### src/rtl/rf_write_arbiter.sv
// rtl/rf_write_arbiter.sv - round-robin arbiter for the register-file write port
// Burst lock keeps multi-beat writes atomic; the write port is driven from registers.
module rf_write_arbiter #(
  parameter int DATA_WIDTH = 32,
  parameter int ADDR_WIDTH = 5,
  parameter int NUM_REQ    = 3,
  localparam int IDW       = $clog2(NUM_REQ)
) (
  input  logic                          clk,
  input  logic                          rst,
  input  logic                          stall,
  input  logic [NUM_REQ-1:0]            req_valid,
  input  logic [NUM_REQ-1:0]            req_last,
  input  logic [NUM_REQ*ADDR_WIDTH-1:0] req_addr,
  input  logic [NUM_REQ*DATA_WIDTH-1:0] req_data,
  output logic [NUM_REQ-1:0]            req_ready,
  output logic                          WE,
  output logic [ADDR_WIDTH-1:0]         A3,
  output logic [DATA_WIDTH-1:0]         WD3,
  output logic [IDW-1:0]                grant_id,
  output logic                          locked
);

  typedef enum logic {IDLE, LOCKED} state_t;

  state_t                state_q, state_d;
  logic [IDW-1:0]        owner_q, owner_d;
  logic [IDW-1:0]        rr_ptr_q, rr_ptr_d;
  logic [IDW-1:0]        grant_q, grant_d;
  logic                  we_q, we_d;
  logic [ADDR_WIDTH-1:0] a3_q, a3_d;
  logic [DATA_WIDTH-1:0] wd3_q, wd3_d;

  logic                  found;
  int                    g;
  logic [ADDR_WIDTH-1:0] sel_addr;
  logic [DATA_WIDTH-1:0] sel_data;
  logic                  sel_last;

  function automatic int modn(input int v);
    return (v >= NUM_REQ) ? v - NUM_REQ : v;
  endfunction

  // Grant selection looks only at valid, stall, state and pointer, never at addr/data.
  always_comb begin
    found = 1'b0;
    g     = 0;
    if (!rst && !stall) begin
      if (state_q == IDLE) begin
        for (int k = 0; k < NUM_REQ; k++) begin
          for (int i = 0; i < NUM_REQ; i++) begin
            if (!found && req_valid[i] && (i == modn(int'(rr_ptr_q) + k))) begin
              found = 1'b1;
              g     = i;
            end
          end
        end
      end else begin
        for (int i = 0; i < NUM_REQ; i++) begin
          if (req_valid[i] && (i == int'(owner_q))) begin
            found = 1'b1;
            g     = i;
          end
        end
      end
    end
  end

  always_comb begin
    req_ready = '0;
    sel_addr  = '0;
    sel_data  = '0;
    sel_last  = 1'b0;
    for (int i = 0; i < NUM_REQ; i++) begin
      if (found && (g == i)) begin
        req_ready[i] = 1'b1;
        sel_addr     = req_addr[i*ADDR_WIDTH +: ADDR_WIDTH];
        sel_data     = req_data[i*DATA_WIDTH +: DATA_WIDTH];
        sel_last     = req_last[i];
      end
    end
  end

  always_comb begin
    state_d  = state_q;
    owner_d  = owner_q;
    rr_ptr_d = rr_ptr_q;
    grant_d  = grant_q;
    we_d     = 1'b0;
    a3_d     = a3_q;
    wd3_d    = wd3_q;
    if (found) begin
      grant_d = IDW'(g);
      if (sel_last) begin
        state_d  = IDLE;
        rr_ptr_d = IDW'(modn(g + 1));
      end else begin
        state_d = LOCKED;
        owner_d = IDW'(g);
      end
      // Writes to register 0 are swallowed: the port stays quiet and A3/WD3 hold.
      if (sel_addr != '0) begin
        we_d  = 1'b1;
        a3_d  = sel_addr;
        wd3_d = sel_data;
      end
    end
  end

  always_ff @(posedge clk) begin
    if (rst) begin
      state_q  <= IDLE;
      owner_q  <= '0;
      rr_ptr_q <= '0;
      grant_q  <= '0;
      we_q     <= 1'b0;
      a3_q     <= '0;
      wd3_q    <= '0;
    end else begin
      state_q  <= state_d;
      owner_q  <= owner_d;
      rr_ptr_q <= rr_ptr_d;
      grant_q  <= grant_d;
      we_q     <= we_d;
      a3_q     <= a3_d;
      wd3_q    <= wd3_d;
    end
  end

  assign WE       = we_q;
  assign A3       = a3_q;
  assign WD3      = wd3_q;
  assign grant_id = grant_q;
  assign locked   = (state_q == LOCKED);

endmodule

### config.mk
export PLATFORM = sky130hd
export DESIGN_NAME = rf_write_arbiter
export DESIGN_NICKNAME = d
export VERILOG_FILES = /design/src/rtl/rf_write_arbiter.sv
export SDC_FILE = /design/constraint.sdc
export NUM_CORES = 1
export LEC_CHECK = 0
export ABC_AREA = 1
export CORE_MARGIN = 1.5
export CORE_UTILIZATION = 45
export DETAILED_ROUTE_END_ITERATION = 16
export DONT_BUFFER_PORTS = 1
export GPL_TIMING_DRIVEN = 0
export HOLD_SLACK_MARGIN = 0.12
export PLACE_DENSITY = 0.63
export REMOVE_ABC_BUFFERS = 1
export SYNTH_ARGS = -nofsm -noshare
export SYNTH_HDL_FRONTEND = slang
export SYNTH_SLANG_ARGS = --single-unit
### constraint.sdc
create_clock -name clk -period 3.3 [get_ports clk]
set_clock_uncertainty 0.1 [all_clocks]
set_input_delay 0 -clock clk [delete_from_list [all_inputs] [get_ports clk]]
set_output_delay 0 -clock clk [all_outputs]
set_load 0.03 [all_outputs]
==> metrics.txt <==
result of the run=finished, final reports clean; starting density of the core=0.474; first-pass GRT wire length=19.0 mm; placed wire-length estimate=between 5 and 6 mm; count of input and output buffers=0; count of inserted antenna diode cells=0; post-route fraction of the period consumed by the critical path=0.980; slew at the pin closest to its max-slew limit=0.714 ns; worst-case vdd ir drop=0.000352 V; Arr. time, crit path=~3.4 ns; Leak Pwr=2.21 nW; boundary pin count=164; critical path data required time=~3.4 ns; Total Routed Length=approximately 13 mm; die width=roughly 86 um; combinational group share of total power=0.478; routed length per placed instance=18.3 um; CP top delay family=simple AND/OR/NAND/NOR gates; Post-route DRC=0; clk sink count=45; maximum clock frequency=309 MHz; fraction of synthesis flops using an asynchronous set or reset pin=0; vias in the first global route=3,912; core region area=6490 sq um; maximum fanout along the worst path=5; setup slack of the critical path after layout=0.0650 ns; delay contributed by the slowest stage of the critical path=0.36 ns; met1 wire length=5.25 mm; post-detailed-route via-to-cell ratio=5.55; max-cap violation count=0; most numerous cell on the critical path=nand2_1; Internal Dissipation=1.41 mW; Crit Path Class=register to register; height of the die=85.7 um; Worst slew margin=0.524; sequence of cells on the critical path=inv_1 -> ha_2 -> nand2_1 -> nand2_1 -> inv_2 -> nand2_4 -> nor2_4 -> nand2_2 -> o221ai_2 -> nand2_1 -> o31ai_1 -> nand2_1 -> buf_6 -> ha_4 -> nand3_4 -> buf_6 -> nand3_1 -> nand2_2 -> nand3_4 -> buf_12 -> nor2_4 -> buf_6 -> nor2_1 -> nor2_1; net switching power=1.38 mW; area enclosed by the die boundary=7340 sq um; antenna violation net count after detailed routing=0; switching fraction of total power=0.495; worst hold-check path type=input pin to register; final hold violation count=0; endpoint kind of the worst setup timing path=register; power share of the sequential group=0.400; total length of routed met2 wires=~6.5 mm; number of rows created at floorplan=29; H-tree depth reported by CTS=2; max-slew violation count=0; synthesized flop and latch total=45; drt first-iter violations=275; aggregate negative setup slack=0 ns; Max Buffers Root-to-Sink=2; portion of the post-synthesis area used by sequential elements=0.293; share of post-route cells with drive strength above 1=0.146; proportion of power drawn by the clock network=0.122; largest net degree at the start of global routing=38; CTS tree=built; Mean Syn Cell Area=6.00 sq um; detailed-routing iteration count for the pre-antenna-repair pass=5; clock insertion delay at the later pin of the skew report=0.30 ns; total power=2.78 mW; startpoint types=register; GR Util All Layers=0.333; Final #Nets=a little under 800; uppermost metal layer occupied by signal nets=met4; combined area of all synthesized cells=between 3000 and 4000 sq um; number of warnings reported in the yosys synthesis log=0; number of distinct library cell variants in the gate-level netlist after synthesis=33; met3 WL=1.09 mm; Area growth syn-to-layout=60.0%; Final min period=3.23 ns; Reg clk slew, reported paths=0.08 ns; Root Driver=clkbuf_8; vias=4,042; number of cells produced by synthesis=513; # setup viols final=0; power density normalized to cell area=566 nW/um^2; setup repair after global routing missed its margin=yes; Worst Setup Slack post-DPL=-1.39 ns; number of buffers and inverters on the critical path=6; weighted congestion at the end of routability-driven global placement=~0.81; main flop type after synthesis=dfxtp_1; Slowest-stage cell, CP=dfxtp_2; GRT overflow=0; number of antenna violations at the first check in global routing=0; EDFF count, synth=0; CTS Buf Count=5
## cells in the final DEF, fill, tap and decap left out, types with 14 or more instances in the layout
master and count:
buf_4 17, o21ai_1 14, inv_1 47, nand3_1 14, a31oi_1 17, dfxtp_1 43, o21bai_1 15, dlygate4sd3_1 111
nand2_1 163, nor2_1 93
## per-stage QoR
stage                     instances  hold WS [ns]   util  area, sq um
final                           728         0.139  0.758         4920
after global placement          565       -0.0280  0.467         3030
after CTS                       711         0.128  0.714         4640
after floorplan                 488       -0.0309      -         2930
after detailed placement        565       -0.0267  0.467         3040
after global routing            728         0.182  0.758         4920
## path summary, 6_finish.rpt
path | from | to | slack, ns | cells past startpoint
max | rr_ptr_q[1] | WD3[13] | 0.07 | 24
min | req_addr[5] | A3[0] | 0.14 | 6
max reg2reg | rr_ptr_q[1] | WD3[13] | 0.07 | 24
min reg2reg | rr_ptr_q[0] | rr_ptr_q[0] | 0.40 | 2
## repair_timing
item / in CTS / in global routing
endpoints found under the setup margin: 45 / 43
gates resized for setup: 28 / 31
gates cloned: 11 / 4
endpoints found under the hold margin: 44 / 0
pin swaps: 10 / 23
hold buffers: 112 / 0
buffers inserted: 15 / 13
## worst min-delay path, cell delays in order
cell     delay (ns)
nand4_1        0.10
nand3_2        0.13
nand2_4        0.08
inv_1          0.06
nor2_1         0.05
nor2_1         0.09
## power by group through the flow
stage | clock network [mW] | logic (mW) | registers (mW)
4_1_cts | 0.346 | 1.14 | 1.11
6_report | 0.339 | 1.33 | 1.11
2_1_floorplan | 0 | 0.656 | 1.08
3_3_place_gp | 0 | 0.784 | 1.12
5_1_grt | 0.365 | 1.46 | 1.13
3_5_place_dp | 0 | 0.802 | 1.12
## layer usage
metal,global-route usage,vias to the layer above
met5,0,-
met4,0.122,0
met3,0.0905,46
met2,0.608,226
met1,0.370,1868
li1,-,1902
## state kept, by name (all words and copies together) (netlist names)
register,cells
WD3,32
A3,5
grant_id,2
owner_q,2
rr_ptr_q,2
WE,1
locked,1
## cell type report
cell class	instances	area [sq um]
fillers	439	1570
clock inverters	2	10.0
inverters	56	230
repair inverters	1	5.00
multi-input cells	398	2130
repair buffers	143	1470
clock buffers	6	72.6
well taps	77	96.3
flip-flops and latches	45	903
## synth_stat cells (2+ instances only)
cell type | number | area [sq um]
buf_6 | 4 | 45.0
nand3_1 | 18 | 90.1
inv_2 | 3 | 11.3
nand2_2 | 4 | 25.0
nor2_4 | 2 | 22.5
nand2_1 | 170 | 638
a31oi_1 | 17 | 106
ha_1 | 6 | 75.1
a21oi_1 | 14 | 70.1
buf_4 | 2 | 15.0
buf_1 | 4 | 15.0
buf_2 | 9 | 45.0
nand4_1 | 12 | 75.1
nor2_1 | 95 | 357
o21ai_1 | 14 | 70.1
or2_1 | 5 | 31.3
dfxtp_1 | 45 | 901
o21bai_1 | 15 | 113
o21ai_0 | 4 | 20.0
clkbuf_1 | 6 | 22.5
inv_1 | 52 | 195
## cells by family (layout without fill, tap and decap cells)
| family | after synthesis | after routing | synth area share |
|---|---|---|---|
| simple gates | 314 | 325 | 0.437 |
| compound gates | 67 | 67 | 0.131 |
| buf+inv | 81 | 208 | 0.115 |
| flops | 45 | 45 | 0.293 |
| fa+ha+maj | 6 | 6 | 0.0244 |
Power figures use the tool's default switching activity.
